===== src/rtl/viol_detect_pkg.sv =====
// Shared traffic definitions: light encodings and default timing for the
// red-light violation detector.
package viol_detect_pkg;

  // Light phase encoding carried on every light_* bus.
  typedef enum logic [1:0] {
    RED    = 2'b00,
    GREEN  = 2'b01,
    YELLOW = 2'b10,
    RSVD   = 2'b11
  } light_e;

  // Default timing, all in clk_50 cycles.
  localparam int unsigned PULSE_CYC_DEF    = 8;
  localparam int unsigned HOLDOFF_CYC_DEF  = 16;
  localparam int unsigned DEBOUNCE_CYC_DEF = 1000000;

  // The reserved encoding is treated as red so a corrupted light bus fails safe.
  function automatic logic is_red(logic [1:0] light);
    return (light == RED) || (light == RSVD);
  endfunction

endpackage


===== src/rtl/viol_detect_if.sv =====
// Signal bundle between the intersection controller / sensors and the
// violation detector. master drives lights, sensors and clear; slave is the
// detector.
interface viol_detect_if;

  logic [1:0] light_n;
  logic [1:0] light_s;
  logic [1:0] light_w;
  logic [1:0] light_e;
  logic       car_n;
  logic       car_s;
  logic       car_w;
  logic       car_e;
  logic       count_clr;
  logic       viol_n_50;
  logic       viol_s_50;
  logic       viol_w_50;
  logic       viol_e_50;
  logic       viol_any;
  logic [7:0] viol_count;

  modport master (
    output light_n, light_s, light_w, light_e,
    output car_n, car_s, car_w, car_e,
    output count_clr,
    input  viol_n_50, viol_s_50, viol_w_50, viol_e_50,
    input  viol_any, viol_count
  );

  modport slave (
    input  light_n, light_s, light_w, light_e,
    input  car_n, car_s, car_w, car_e,
    input  count_clr,
    output viol_n_50, viol_s_50, viol_w_50, viol_e_50,
    output viol_any, viol_count
  );

endinterface


===== src/rtl/viol_chan.sv =====
// One approach channel: raw sensor synchronizer, debouncer, rising-edge
// detect and the IDLE -> PULSE -> HOLDOFF pulse stretcher.
module viol_chan
  import viol_detect_pkg::*;
#(
  parameter int unsigned PULSE_CYC    = PULSE_CYC_DEF,
  parameter int unsigned HOLDOFF_CYC  = HOLDOFF_CYC_DEF,
  parameter int unsigned DEBOUNCE_CYC = DEBOUNCE_CYC_DEF
) (
  input  logic       clk_50,
  input  logic       rst_n,
  input  logic [1:0] light,
  input  logic       car,
  output logic       accept,
  output logic       viol
);

  localparam int unsigned DbW = (DEBOUNCE_CYC > 1) ? $clog2(DEBOUNCE_CYC) : 1;
  localparam logic [DbW-1:0] DbLast    = DbW'(DEBOUNCE_CYC - 1);
  localparam logic [7:0]     PulseLast = 8'(PULSE_CYC - 1);
  localparam logic [7:0]     HoldLast  = 8'(HOLDOFF_CYC - 1);

  localparam logic [1:0] ST_IDLE    = 2'd0;
  localparam logic [1:0] ST_PULSE   = 2'd1;
  localparam logic [1:0] ST_HOLDOFF = 2'd2;

  logic           sync1_q, sync2_q;
  logic           deb_q, deb_d;
  logic           deb_prev_q;
  logic [DbW-1:0] db_cnt_q, db_cnt_d;
  logic [1:0]     state_q, state_d;
  logic [7:0]     tmr_q, tmr_d;
  logic           trigger;

  // Two-flop synchronizer for the asynchronous stop-line sensor.
  always_ff @(posedge clk_50 or negedge rst_n) begin
    if (!rst_n) begin
      sync1_q <= 1'b0;
      sync2_q <= 1'b0;
    end else begin
      sync1_q <= car;
      sync2_q <= sync1_q;
    end
  end

  // Debounce: adopt the synchronized level after DEBOUNCE_CYC consecutive
  // differing cycles; any agreement restarts the run.
  always_comb begin
    deb_d    = deb_q;
    db_cnt_d = '0;
    if (sync2_q != deb_q) begin
      if (db_cnt_q == DbLast) begin
        deb_d = sync2_q;
      end else begin
        db_cnt_d = db_cnt_q + 1'b1;
      end
    end
  end

  // Debounced level, its stability counter and the edge-detect delay flop.
  always_ff @(posedge clk_50 or negedge rst_n) begin
    if (!rst_n) begin
      deb_q      <= 1'b0;
      db_cnt_q   <= '0;
      deb_prev_q <= 1'b0;
    end else begin
      deb_q      <= deb_d;
      db_cnt_q   <= db_cnt_d;
      deb_prev_q <= deb_q;
    end
  end

  // The light is sampled in the same cycle the debounced edge is seen.
  assign trigger = deb_q & ~deb_prev_q & is_red(light);

  // Pulse FSM next state; tmr counts cycles spent in PULSE or HOLDOFF.
  always_comb begin
    state_d = state_q;
    tmr_d   = tmr_q;
    accept  = 1'b0;
    case (state_q)
      ST_IDLE: begin
        if (trigger) begin
          accept  = 1'b1;
          state_d = ST_PULSE;
          tmr_d   = 8'd0;
        end
      end
      ST_PULSE: begin
        if (tmr_q == PulseLast) begin
          state_d = ST_HOLDOFF;
          tmr_d   = 8'd0;
        end else begin
          tmr_d = tmr_q + 8'd1;
        end
      end
      ST_HOLDOFF: begin
        if (tmr_q == HoldLast) begin
          state_d = ST_IDLE;
          tmr_d   = 8'd0;
        end else begin
          tmr_d = tmr_q + 8'd1;
        end
      end
      default: begin
        state_d = ST_IDLE;
        tmr_d   = 8'd0;
      end
    endcase
  end

  // FSM state; async reset drops viol at once since viol decodes state_q.
  always_ff @(posedge clk_50 or negedge rst_n) begin
    if (!rst_n) begin
      state_q <= ST_IDLE;
      tmr_q   <= 8'd0;
    end else begin
      state_q <= state_d;
      tmr_q   <= tmr_d;
    end
  end

  assign viol = (state_q == ST_PULSE);

endmodule


===== src/rtl/viol_detect.sv =====
// Red-light violation detector top: four independent channels, the combined
// violation flag and the saturating accepted-violation counter.
module viol_detect
  import viol_detect_pkg::*;
#(
  parameter int unsigned PULSE_CYC    = PULSE_CYC_DEF,
  parameter int unsigned HOLDOFF_CYC  = HOLDOFF_CYC_DEF,
  parameter int unsigned DEBOUNCE_CYC = DEBOUNCE_CYC_DEF
) (
  input logic          clk_50,
  input logic          rst_n,
  viol_detect_if.slave bus
);

  logic [3:0] accept;
  logic [2:0] n_acc;
  logic [8:0] sum;
  logic [7:0] count_q, count_d;

  viol_chan #(
    .PULSE_CYC   (PULSE_CYC),
    .HOLDOFF_CYC (HOLDOFF_CYC),
    .DEBOUNCE_CYC(DEBOUNCE_CYC)
  ) u_chan_n (
    .clk_50(clk_50),
    .rst_n (rst_n),
    .light (bus.light_n),
    .car   (bus.car_n),
    .accept(accept[0]),
    .viol  (bus.viol_n_50)
  );

  viol_chan #(
    .PULSE_CYC   (PULSE_CYC),
    .HOLDOFF_CYC (HOLDOFF_CYC),
    .DEBOUNCE_CYC(DEBOUNCE_CYC)
  ) u_chan_s (
    .clk_50(clk_50),
    .rst_n (rst_n),
    .light (bus.light_s),
    .car   (bus.car_s),
    .accept(accept[1]),
    .viol  (bus.viol_s_50)
  );

  viol_chan #(
    .PULSE_CYC   (PULSE_CYC),
    .HOLDOFF_CYC (HOLDOFF_CYC),
    .DEBOUNCE_CYC(DEBOUNCE_CYC)
  ) u_chan_w (
    .clk_50(clk_50),
    .rst_n (rst_n),
    .light (bus.light_w),
    .car   (bus.car_w),
    .accept(accept[2]),
    .viol  (bus.viol_w_50)
  );

  viol_chan #(
    .PULSE_CYC   (PULSE_CYC),
    .HOLDOFF_CYC (HOLDOFF_CYC),
    .DEBOUNCE_CYC(DEBOUNCE_CYC)
  ) u_chan_e (
    .clk_50(clk_50),
    .rst_n (rst_n),
    .light (bus.light_e),
    .car   (bus.car_e),
    .accept(accept[3]),
    .viol  (bus.viol_e_50)
  );

  assign bus.viol_any = bus.viol_n_50 | bus.viol_s_50 | bus.viol_w_50 | bus.viol_e_50;

  // Add however many channels accepted this cycle; clear wins, top saturates.
  always_comb begin
    n_acc = 3'd0;
    for (int i = 0; i < 4; i++) begin
      n_acc = n_acc + {2'b00, accept[i]};
    end
    sum = {1'b0, count_q} + {6'd0, n_acc};
    if (bus.count_clr) begin
      count_d = 8'd0;
    end else if (sum[8]) begin
      count_d = 8'hFF;
    end else begin
      count_d = sum[7:0];
    end
  end

  // Accepted-violation counter register.
  always_ff @(posedge clk_50 or negedge rst_n) begin
    if (!rst_n) begin
      count_q <= 8'd0;
    end else begin
      count_q <= count_d;
    end
  end

  assign bus.viol_count = count_q;

endmodule


===== src/flat_wrapper.sv =====
// flat-port wrapper written by rule: the top's interface ports become plain ports
module viol_detect_flat import viol_detect_pkg::*;
#(
  parameter int unsigned PULSE_CYC    = PULSE_CYC_DEF,
  parameter int unsigned HOLDOFF_CYC  = HOLDOFF_CYC_DEF,
  parameter int unsigned DEBOUNCE_CYC = DEBOUNCE_CYC_DEF
)
  (clk_50, rst_n, bus_light_n, bus_light_s, bus_light_w, bus_light_e, bus_car_n, bus_car_s, bus_car_w, bus_car_e, bus_count_clr, bus_viol_n_50, bus_viol_s_50, bus_viol_w_50, bus_viol_e_50, bus_viol_any, bus_viol_count);
  viol_detect_if bus_i ();
  input logic clk_50;
  input logic rst_n;
  input wire logic [$bits(bus_i.light_n)-1:0] bus_light_n;
  input wire logic [$bits(bus_i.light_s)-1:0] bus_light_s;
  input wire logic [$bits(bus_i.light_w)-1:0] bus_light_w;
  input wire logic [$bits(bus_i.light_e)-1:0] bus_light_e;
  input wire logic [$bits(bus_i.car_n)-1:0] bus_car_n;
  input wire logic [$bits(bus_i.car_s)-1:0] bus_car_s;
  input wire logic [$bits(bus_i.car_w)-1:0] bus_car_w;
  input wire logic [$bits(bus_i.car_e)-1:0] bus_car_e;
  input wire logic [$bits(bus_i.count_clr)-1:0] bus_count_clr;
  output wire logic [$bits(bus_i.viol_n_50)-1:0] bus_viol_n_50;
  output wire logic [$bits(bus_i.viol_s_50)-1:0] bus_viol_s_50;
  output wire logic [$bits(bus_i.viol_w_50)-1:0] bus_viol_w_50;
  output wire logic [$bits(bus_i.viol_e_50)-1:0] bus_viol_e_50;
  output wire logic [$bits(bus_i.viol_any)-1:0] bus_viol_any;
  output wire logic [$bits(bus_i.viol_count)-1:0] bus_viol_count;
  assign bus_i.light_n = bus_light_n;
  assign bus_i.light_s = bus_light_s;
  assign bus_i.light_w = bus_light_w;
  assign bus_i.light_e = bus_light_e;
  assign bus_i.car_n = bus_car_n;
  assign bus_i.car_s = bus_car_s;
  assign bus_i.car_w = bus_car_w;
  assign bus_i.car_e = bus_car_e;
  assign bus_i.count_clr = bus_count_clr;
  assign bus_viol_n_50 = bus_i.viol_n_50;
  assign bus_viol_s_50 = bus_i.viol_s_50;
  assign bus_viol_w_50 = bus_i.viol_w_50;
  assign bus_viol_e_50 = bus_i.viol_e_50;
  assign bus_viol_any = bus_i.viol_any;
  assign bus_viol_count = bus_i.viol_count;
  viol_detect #(.PULSE_CYC(PULSE_CYC), .HOLDOFF_CYC(HOLDOFF_CYC), .DEBOUNCE_CYC(DEBOUNCE_CYC)) u_core (.clk_50(clk_50), .rst_n(rst_n), .bus(bus_i));
endmodule

===== config.mk =====
export PLATFORM = sky130hd
export DESIGN_NAME = viol_detect_flat
export DESIGN_NICKNAME = d
export VERILOG_FILES = /design/src/rtl/viol_detect_pkg.sv /design/src/rtl/viol_detect_if.sv /design/src/rtl/viol_chan.sv /design/src/rtl/viol_detect.sv /design/src/flat_wrapper.sv
export SDC_FILE = /design/constraint.sdc
export NUM_CORES = 1
export LEC_CHECK = 0
export ABC_AREA = 1
export BUFFER_PORTS_ARGS = -buffer_cell sky130_fd_sc_hd__buf_2
export CAP_MARGIN = 10
export CORE_ASPECT_RATIO = 0.9
export CORE_MARGIN = 10
export CORE_UTILIZATION = 64
export DETAILED_ROUTE_END_ITERATION = 8
export PLACE_DENSITY_LB_ADDON = 0.12
export SLEW_MARGIN = 10
export SYNTH_ARGS = -nofsm -noshare
export SYNTH_HDL_FRONTEND = slang
export SYNTH_SLANG_ARGS = --single-unit

===== constraint.sdc =====
create_clock -name clk_50 -period 7.7 [get_ports clk_50]
set_input_delay 1.54 -clock clk_50 [delete_from_list [all_inputs] [get_ports clk_50]]
set_output_delay 1.54 -clock clk_50 [all_outputs]
set_load 0.05 [all_outputs]

==> flow_metrics.tcl, run 1 <==
set metrics [dict create \
    crit_required_ns 8.07 \
    period_needed_ns 3.899 \
    die_w_um 139.7 \
    first_global_vias 6353 \
    cp.arrival_ns 4.27 \
    finalClockSkew_ns 0.009996 \
    num_vias 6589 \
    wl_um 16700 \
    dieArea_sq_um 17840 \
    cts_setup_buffers 0 \
    grt_pass1_wl_um 29460 \
    globalRoute.totalOverflow 0 \
    rsz0062_at_grt "no" \
    final_core_util_pct 73.25 \
    worst_pin_slew_ns 0.9102 \
    clkTransAtPathRegs_ns 0.06 \
    synth.largest_area_cell "dfrtp_1" \
    cts.htree.levels 4 \
    hold_buffers 0 \
    ys_top_cells_by_count "nand2_1 (229), nor2_1 (190), dfrtp_1 (144)" \
    io_pins 28 \
    outcome "completed" \
    track_usage_pct 19.51 \
    cts-root-buf "clkbuf_16" \
    synth.most_common_cell "nand2_1" \
    crit_type "input port to flop" \
    setup_viol_count_final 0 \
    drt.antenna.violating_nets 0 \
    wl_per_cell_um 13.26 \
    antenna_found_initial 0 \
    nFillCells 973 \
    finalNetCount 1127 \
    vias_per_cell 5.234 \
    max_cap_viol_count 0 \
    cts.path.max_buffers 2 \
    drc 0 \
    ys_seq_area_share_pct 43.67 \
    synthToLayoutAreaGrowth_pct 12.19 \
    synth_top_area_share_pct 43.67 \
    peakVddDrop_mv 0.1580 \
    cts_buffers 17 \
    hold_viol_final 0 \
    ys_ff_latch 144 \
    setup-tns-final_ns 0 \
    relSlewSlack_pct 39.32 \
    async_flop_share_pct 100.0 \
    synth-edff-count 0 \
    die_y_um 127.7 \
    max_freq_mhz 256.5 \
    worst_hold_path_type "flop to flop" \
    crit_path_end_kind "flop" \
    drtIter0Drc 538 \
    layout-drive-gt1-share_pct 13.44 \
    clkLatencyLatePin_ns 0.43 \
    post-dp-hpwl_um 11600 \
    start_util_pct 65.29 \
    synthesis.instances 1038 \
    pwr_density_cell_nw_per_um2 189.8 \
    placement_rows 39 \
    synth_area_leaders "dfrtp_1 (44%), nand2_1 (10%), nor2_1 (8.6%)" \
    cts.sinks 144 \
    syn_area_sq_um 8252 \
    synth_ff_type "dfrtp_1" \
    gp_congestion 0.8401 \
    final_cells 1259 \
    cts_resized 0 \
    grt_start_max_net_pins 75 \
    ys_types 35 \
    port-buffer-count 27 \
    fin_hold_ws_ns 0.3555 \
    fin_crit_sh_pct 50.64 \
    power_leakage_nw 4.473 \
    drv_slew 0 \
    avgSynthCellArea_sq_um 7.950 \
    path_max_fanout 4 \
    core_area_sq_um 12640 \
    cts_tree "done" \
    yosys_warnings 0 \
    firstDrtPassIters 5 \
    syn_nets 1084 \
    dp_cells 1226 \
    crit_path_start_kind "input port" \
]
[flip-flops by register name, summed over array words and instances (netlist names), 8 cells and up]
register,cells
u_core.u_chan_w.db_cnt_q,20
u_core.u_chan_n.db_cnt_q,20
u_core.u_chan_s.tmr_q,8
u_core.u_chan_s.db_cnt_q,20
u_core.bus.viol_count,8
u_core.u_chan_e.tmr_q,8
u_core.u_chan_w.tmr_q,8
u_core.u_chan_n.tmr_q,8
u_core.u_chan_e.db_cnt_q,20
[per-stage QoR]
step                setup WS, ns  power, mW  instance area (sq um)
floorplan                  3.828     0.8042                   8252
global placement           3.461     0.8294                   8578
detailed placement         3.327     0.8305                   8578
CTS                        3.776      1.773                   9255
global route               3.537      1.813                   9255
finish                     3.801      1.757                   9258
[cell families (layout without fill, tap and decap cells)]
logic type	Yosys count	count (layout)	share of synthesized area (%)
AND/OR/NAND/NOR	610	610	35.34
flip-flops	144	144	43.67
buffers and inverters	136	192	6.368
AO/OA/AOI/OAI	66	66	4.321
XOR/XNOR	51	51	5.413
adder cells (fa/ha/maj)	31	31	4.883
other	0	1	0
[path summary, 6_finish.rpt]
check / startpoint / to / slack [ns] / cells after the start
min reg2reg: u_core.u_chan_w.sync1_q / u_core.u_chan_w.sync2_q / 0.36 / 0
min in group asynchronous: rst_n / u_core.u_chan_e.db_cnt_q[15] / 1.11 / 1
max in group asynchronous: rst_n / u_core.u_chan_s.tmr_q[6] / 5.23 / 2
max reg2reg: u_core.u_chan_s.state_q[1] / u_core.bus.viol_count[5] / 4.48 / 18
min: u_core.u_chan_w.sync1_q / u_core.u_chan_w.sync2_q / 0.36 / 0
max: bus_light_s[1] / u_core.bus.viol_count[5] / 3.80 / 19
[worst max-delay path, cell delays in order]
cell and delay (ns):
buf_2 0.09, inv_1 0.03, nand2_1 0.05, nand3_1 0.10
nor2_1 0.22, ha_1 0.30, fa_1 0.41, ha_1 0.31
inv_1 0.06, fa_1 0.42, inv_1 0.07, nand2_1 0.04
nand2_1 0.08, nand2_1 0.10, nor2_2 0.14, nand2_1 0.12
nand2_1 0.08, o21ai_1 0.05, inv_1 0.05
[area by class of cell]
cell class	count	area (sq um)	share of cell area, %
timing repair buffer	28	148.9	1.608
sequential	144	3603	38.92
multi-input combinational	758	4123	44.53
inverter	132	498.0	5.379
tap	164	205.2	2.217
clock buffer	18	439.2	4.744
clock inverter	14	237.7	2.568
antenna	1	2.502	0.02703
[power breakdown]
part	leakage (nW)	internal, mW	switching [mW]
registers	1.98	0.764	0.00554
clock network	0.318	0.615	0.327
logic	2.17	0.0116	0.0343
[per-layer routing]
metal / wire (um) / track usage, %
met5: 0 / 0
met4: 285 / 6.857
met3: 526 / 4.074
met2: 7883 / 31.11
met1: 8001 / 25.90
[layout by cell type (no fill, tap or decap), drive strengths merged, types with 2 or more instances in the layout]
cell type / instances
nand2: 256
nor2: 225
dfrtp: 144
inv: 132
nand3: 86
a21oi: 31
o21ai: 30
ha: 29
buf: 28
xor2: 26
xnor2: 25
nor3: 20
clkbuf: 18
nand4: 14
bufinv: 6
or2: 4
clkinvlp: 4
clkinv: 4
o21bai: 3
nor3b: 2
fa: 2
Power figures use the tool's default switching activity.
==> run 2, diff against run 1 <==
--- a/config.mk
+++ b/config.mk
@@ -5,12 +5,12 @@
 export SDC_FILE = /design/constraint.sdc
 export NUM_CORES = 1
 export LEC_CHECK = 0
-export ABC_AREA = 1
+export ABC_AREA = 0
 export BUFFER_PORTS_ARGS = -buffer_cell sky130_fd_sc_hd__buf_2
 export CAP_MARGIN = 10
 export CORE_ASPECT_RATIO = 0.9
 export CORE_MARGIN = 10
-export CORE_UTILIZATION = 64
+export CORE_UTILIZATION = 56
 export DETAILED_ROUTE_END_ITERATION = 8
 export PLACE_DENSITY_LB_ADDON = 0.12
 export SLEW_MARGIN = 10
==> constraint.sdc (replaced) <==
create_clock -name clk_50 -period 3.21 [get_ports clk_50]
set_input_delay 0.642 -clock clk_50 [delete_from_list [all_inputs] [get_ports clk_50]]
set_output_delay 0.642 -clock clk_50 [all_outputs]
set_load 0.05 [all_outputs]
==> run 2 against run 1 <==
  * Clock power rose by 110%
  * Design area down 7.5%
  * Register-to-register slack worse by 4.3 ns
  * Count of clock-buffer cells in the layout is 1 lower
  * Hold slack got worse by 0.13 ns
  * Setup slack lost 3.6 ns
  * Sequential share of layout area rose by 3.2 points
  * Wire length is 4.0% lower
  * Die area rose by 4.1%
  * Non-clock buffer count grew 9
  * Largest cell class unchanged
==> flow_metrics.tcl, run 2 <==
set metrics [dict create \
    outcome "completed" \
    vias_per_cell 6.021 \
    post-dp-hpwl_um 11160 \
    firstDrtPassIters 6 \
    crit_type "flop to flop" \
    pre_cts_slack_ns -0.1687 \
    crit_path_end_kind "flop" \
    synth_simple_gate_area_share_pct 23.34 \
    drv_slew 0 \
    cts_tree "done" \
    relSlewSlack_pct 46.08 \
    async_flop_share_pct 100.0 \
    synthMuxAreaShare_pct 1.637 \
    port-buffer-count 27 \
    ys_top_cells_by_count "dfrtp_1 (144), nand2_1 (64), nor2_1 (64)" \
    grt_start_max_net_pins 77 \
    ys_seq_area_share_pct 47.61 \
    rsz0062_at_grt "no" \
    power_mw 3.967 \
    synth_xor_area_share_pct 6.828 \
    max_cap_viol_count 0 \
    synthToLayoutAreaGrowth_pct 13.09 \
    synth_compound_area_share_pct 12.30 \
    synth-edff-count 0 \
    synth_ff_type "dfrtp_1" \
    hold_viol_final 0 \
    final_area_sq_um 8559 \
    path_max_fanout 4 \
    clkTransAtPathRegs_ns 0.06 \
    synth_area_leaders "dfrtp_1 (48%), ha_1 (4.8%), xor2_1 (3.7%)" \
    startpoint "u_core.u_chan_s.state_q[1]" \
    io_pins 28 \
    cts_buffers 17 \
    crit_path_start_kind "flop" \
    antenna_found_initial 1 \
    fin_crit_sh_pct 94.68 \
    clkLatencyLatePin_ns 0.43 \
    finalClockSkew_ns 0.01009 \
    synthesis.instances 779 \
    grt_pass1_wl_um 27900 \
    setup_viol_count_final 0 \
    yosys_warnings 0 \
    gp_congestion 0.8630 \
    place_area_sq_um 7929 \
    setup_ws_ns 0.1709 \
    syn_nets 825 \
    start_util_pct 56.85 \
    cts-root-buf "clkbuf_16" \
    fin_hold_ws_ns 0.2247 \
    hold_buffers 0 \
    synth_fa_ha_area_share_pct 5.323 \
    peakVddDrop_mv 0.3942 \
    die_y_um 130.3 \
    synth_top_area_share_pct 47.61 \
    r2r-start "u_core.u_chan_s.state_q[1]" \
    worst_hold_path_type "input port to async pin" \
    first_global_vias 5889 \
    wl_um 16030 \
    max_freq_mhz 329.0 \
    worst_pin_slew_ns 0.8088 \
    wl_per_cell_um 16.08 \
    cts.htree.levels 4 \
    pwr_density_cell_nw_per_um2 463.4 \
    layout_commonest_cell "dfrtp_1" \
    power_leakage_nw 3.605 \
    synth.largest_area_cell "dfrtp_1" \
    r2r.worst_path.cells 13 \
    cp.arrival_ns 3.35 \
    cts.path.max_buffers 2 \
    ys_types 58 \
    placement_rows 40 \
    ys_ff_latch 144 \
    finalNetCount 862 \
    crit_required_ns 3.52 \
    drc 0 \
    num_vias 6003 \
    drt.antenna.violating_nets 0 \
    synth_top_family_by_area "simple AND/OR/NAND/NOR gates" \
    dieArea_sq_um 18570 \
    reg2reg_to "u_core.bus.viol_count[6]" \
    final_core_util_pct 64.30 \
    final_cell_mix "dfrtp_1 (144), nand2_1 (64), nor2_1 (64)" \
    num_antenna_cells 0 \
    avgSynthCellArea_sq_um 9.716 \
    layout-drive-gt1-share_pct 12.18 \
    cp-endpoint "u_core.bus.viol_count[6]" \
    drtIter0Drc 381 \
    r2r_slack_ns 0.17 \
    globalRoute.totalOverflow 0 \
    synth.most_common_cell "dfrtp_1" \
    period_needed_ns 3.039 \
    die_w_um 142.5 \
    syn_area_sq_um 7569 \
    track_usage_pct 18.42 \
    cts.sinks 144 \
    core_area_sq_um 13310 \
]
## run 2: per-stage QoR
step / cells / TNS (ns)
floorplan: 779 / 0
global placement: 964 / -0.1709
detailed placement: 964 / -0.8512
CTS: 996 / 0
global route: 997 / 0
finish: 997 / 0
## run 2: cell type report
class / count / area, sq um
inverter: 38 / 142.6
multi-input combinational: 578 / 3776
timing repair buffer: 37 / 229.0
clock inverter: 15 / 172.7
fill: 1043 / 4753
tap: 168 / 210.2
clock buffer: 17 / 425.4
sequential: 144 / 3603
## run 2: metal layers
metal / GRT usage, % / vias up / part of all wire (%)
met1: 23.31 / 2934 / 46
met5: 0 / - / 0.12
li1: - / 2893 / -
met2: 29.59 / 142 / 48
met4: 8.121 / 2 / 2.0
met3: 4.468 / 32 / 4.1
## run 2: worst min-delay path by stage
stage,from,end,slack (ns),depth (start not counted)
detailed placement,u_core.u_chan_w.sync1_q,u_core.u_chan_w.sync2_q,0.34,0
finish,rst_n,u_core.u_chan_s.tmr_q[5],0.22,1
global placement,u_core.u_chan_w.sync1_q,u_core.u_chan_w.sync2_q,0.33,0
floorplan,u_core.u_chan_e.sync1_q,u_core.u_chan_e.sync2_q,0.33,0
global route,rst_n,u_core.u_chan_s.tmr_q[5],0.28,1
CTS,rst_n,u_core.u_chan_s.tmr_q[6],0.26,1
## run 2: where the power goes
group	internal, mW	leakage (nW)	switching, mW
clock	1.17	0.289	0.841
combinational	0.0310	1.40	0.0756
sequential	1.83	1.92	0.0182
## run 2: what timing repair did
action	CTS	global route
pin swaps	0	0
gates cloned	0	0
gates resized for setup	1	8
setup buffers	0	1
setup endpoints to repair	1	5
## run 2: critical path: stages, from the launching register on
cell and delay (ns):
dfrtp_1 0.41, inv_2 0.09, ha_2 0.19, nor3b_2 0.17
ha_1 0.26, fa_1 0.39, ha_1 0.30, inv_1 0.06
fa_2 0.40, nor2b_4 0.15, buf_4 0.13, o211ai_1 0.09
nor3_1 0.19, a211oi_1 0.08
## run 2: cells by family (layout without fill, tap and decap cells)
logic type                 count (synthesis)  in the layout
and+or+nand+nor                          327            327
AOI/OAI and AO/OA                        150            150
DFF                                      144            144
xor gates and xnor gates                  59             59
buffers and inverters                     57            107
adders and majority gates                 31             31
muxes                                     11             11
==> run 3, diff against run 2 <==
--- a/config.mk
+++ b/config.mk
@@ -8,7 +8,6 @@
 export ABC_AREA = 0
 export BUFFER_PORTS_ARGS = -buffer_cell sky130_fd_sc_hd__buf_2
 export CAP_MARGIN = 10
-export CORE_ASPECT_RATIO = 0.9
 export CORE_MARGIN = 10
 export CORE_UTILIZATION = 56
 export DETAILED_ROUTE_END_ITERATION = 8
==> run 3 against run 2 <==
  * Clock skew is 0.0022 ns lower
  * Setup slack got worse by 0.0081 ns
  * Non-clock buffer count up 1
  * Wire length down 5.8%
  * Largest cell class unchanged
  * Cell count is 0.90% higher
  * Maximum frequency down 0.27%
  * Highest routed layer is now met4
  * Die area about the same
  * Critical path type unchanged
  * Sequential cell count unchanged
  * Design area about the same
  * Hold slack better by 0.0011 ns
  * Sequential share of layout area barely moved
  * Core utilization rose by 0.31 points
==> flow_metrics.tcl, run 3 (same netlist as run 2, synthesis figures left out) <==
set metrics [dict create \
    synthToLayoutAreaGrowth_pct 13.04 \
    setup_ws_ns 0.1628 \
    setup-tns-final_ns 0 \
    wl_per_cell_um 15.00 \
    outcome "completed" \
    rsz0062_at_grt "no" \
    register_area_sq_um 3603 \
    wl_um 15090 \
    cts_tree "done" \
    port-buffer-count 27 \
    grt_pass1_wl_um 26780 \
    die_y_um 136.3 \
    setup_viol_count_final 0 \
    vias_per_cell 5.833 \
    first_global_vias 5873 \
    layout-drive-gt1-share_pct 11.45 \
    num_vias 5868 \
    peakVddDrop_mv 0.4085 \
    globalRoute.totalOverflow 0 \
    cts_buffers 17 \
    placement_rows 42 \
    layout_commonest_cell "dfrtp_1" \
    finalNetCount 863 \
    drv_slew 0 \
    pwr_density_cell_nw_per_um2 450.4 \
    cts.htree.levels 4 \
    firstDrtPassIters 4 \
    finalClockSkew_ns 0.007912 \
    grt_start_max_net_pins 74 \
    io_pins 28 \
    r2r_slack_ns 0.16 \
    cts-root-buf "clkbuf_16" \
    multiInputGateArea_sq_um 3774 \
    crit_chain "inv_1 > ha_1 > nor3b_2 > ha_1 > fa_2 > ha_1 > inv_1 > fa_2 > nor2b_4 > o211ai_1 > and4_1 > nor3_2" \
    core_area_sq_um 13240 \
    cpMostUsedCell "ha_1" \
    cts.sinks 144 \
    power_leakage_nw 3.597 \
    worst_hold_path_type "input port to async pin" \
    period_needed_ns 3.047 \
    max_freq_mhz 328.2 \
    fin_crit_sh_pct 94.93 \
    dp_cells 973 \
    start_util_pct 57.15 \
    crit_type "flop to flop" \
    track_usage_pct 17.21 \
    crit_required_ns 3.55 \
    worst_pin_slew_ns 0.7793 \
    drt.antenna.violating_nets 0 \
    antenna_found_initial 0 \
    power_mw 3.854 \
    cp.arrival_ns 3.38 \
    clkLatencyLatePin_ns 0.42 \
    dieArea_sq_um 18570 \
    drtIter0Drc 353 \
    slowest_delay_ns 0.55 \
    r2r.worst_path.cells 12 \
    final_cell_mix "dfrtp_1 (144), nand2_1 (64), nor2_1 (64)" \
    hold_viol_final 0 \
    cp-endpoint "u_core.bus.viol_count[5]" \
    crit_path_end_kind "flop" \
    startpoint "u_core.u_chan_s.state_q[0]" \
    r2r-start "u_core.u_chan_s.state_q[0]" \
    final_core_util_pct 64.61 \
    drc 0 \
    final_cells 1006 \
    die_w_um 136.3 \
    max_cap_viol_count 0 \
    clkTransAtPathRegs_ns 0.06 \
    reg2reg_to "u_core.bus.viol_count[5]" \
    cpMaxStageDelayCell "fa_2" \
    post-dp-hpwl_um 10550 \
    num_antenna_cells 0 \
    nFillCells 1101 \
    gp_congestion 0.8192 \
    crit_path_start_kind "flop" \
    cts.path.max_buffers 2 \
    path_max_fanout 4 \
    relSlewSlack_pct 48.04 \
    pre_cts_slack_ns -0.2029 \
]
==> run 3: changes by cell type in the layout (fill, tap and decap cells not counted) <==
cell | previous run | this run
inv_6 | 6 | 0
clkbuf_1 | 0 | 4
clkinv_2 | 1 | 4
ha_1 | 27 | 29
ha_2 | 2 | 0
inv_1 | 35 | 37
inv_2 | 3 | 1
inv_8 | 2 | 0
buf_12 | 1 | 2
clkbuf_8 | 0 | 1
fa_1 | 1 | 0
fa_2 | 1 | 2
==> run 3: critical path: cells and delay by family (launching register included) <==
kind | cells | cell delay (ns)
fa+ha+maj | 5 | 1.55
simple gates | 4 | 0.71
flops | 1 | 0.40
buf+inv | 2 | 0.17
compound gates | 1 | 0.13
==> run 3: layout make-up <==
| type | count | area share, % |
|---|---|---|
| clock buffers | 22 | 5.309 |
| clock inverters | 10 | 1.316 |
| inverters | 38 | 1.667 |
| multi-input cells | 578 | 44.11 |
| flip-flops and latches | 144 | 42.12 |
| well taps | 176 | 2.574 |
| repair buffers | 38 | 2.910 |
==> run 3: how the worst min path moves through the flow <==
stage / from / end / depth (start not counted)
after floorplan: u_core.u_chan_e.sync1_q / u_core.u_chan_e.sync2_q / 0
after global placement: u_core.u_chan_e.sync1_q / u_core.u_chan_e.sync2_q / 0
after detailed placement: u_core.u_chan_e.sync1_q / u_core.u_chan_e.sync2_q / 0
after CTS: rst_n / u_core.u_chan_e.tmr_q[3] / 1
after global routing: rst_n / u_core.u_chan_e.tmr_q[3] / 1
final: rst_n / u_core.u_chan_e.tmr_q[3] / 1
==> run 3: stage by stage <==
stage / instance area, sq um / hold slack (ns)
after global placement: 7959 / 0.3321
after global routing: 8556 / 0.2884
final: 8556 / 0.2258
after floorplan: 7574 / 0.3312
after CTS: 8526 / 0.2545
after detailed placement: 7959 / 0.3365
==> run 3: power by group <==
part,switching [mW],internal [mW]
clock network,0.736,1.16
logic,0.0744,0.0327
registers,0.0175,1.83
total,0.828,3.03
==> run 3: layer usage <==
layer	GRT usage (%)	wire (um)	up-vias
li1	-	-	2900
met1	22.02	6963	2851
met2	27.86	7214	100
met3	4.244	753	17
met4	5.917	160	0
met5	0	0	-
==> run 3: timing repair <==
action / CTS / global route
hold buffers: 0 / 0
hold endpoints to repair: 0 / 0
endpoints found under the setup margin: 0 / 8
gates resized for setup: 0 / 6
setup buffers: 0 / 1
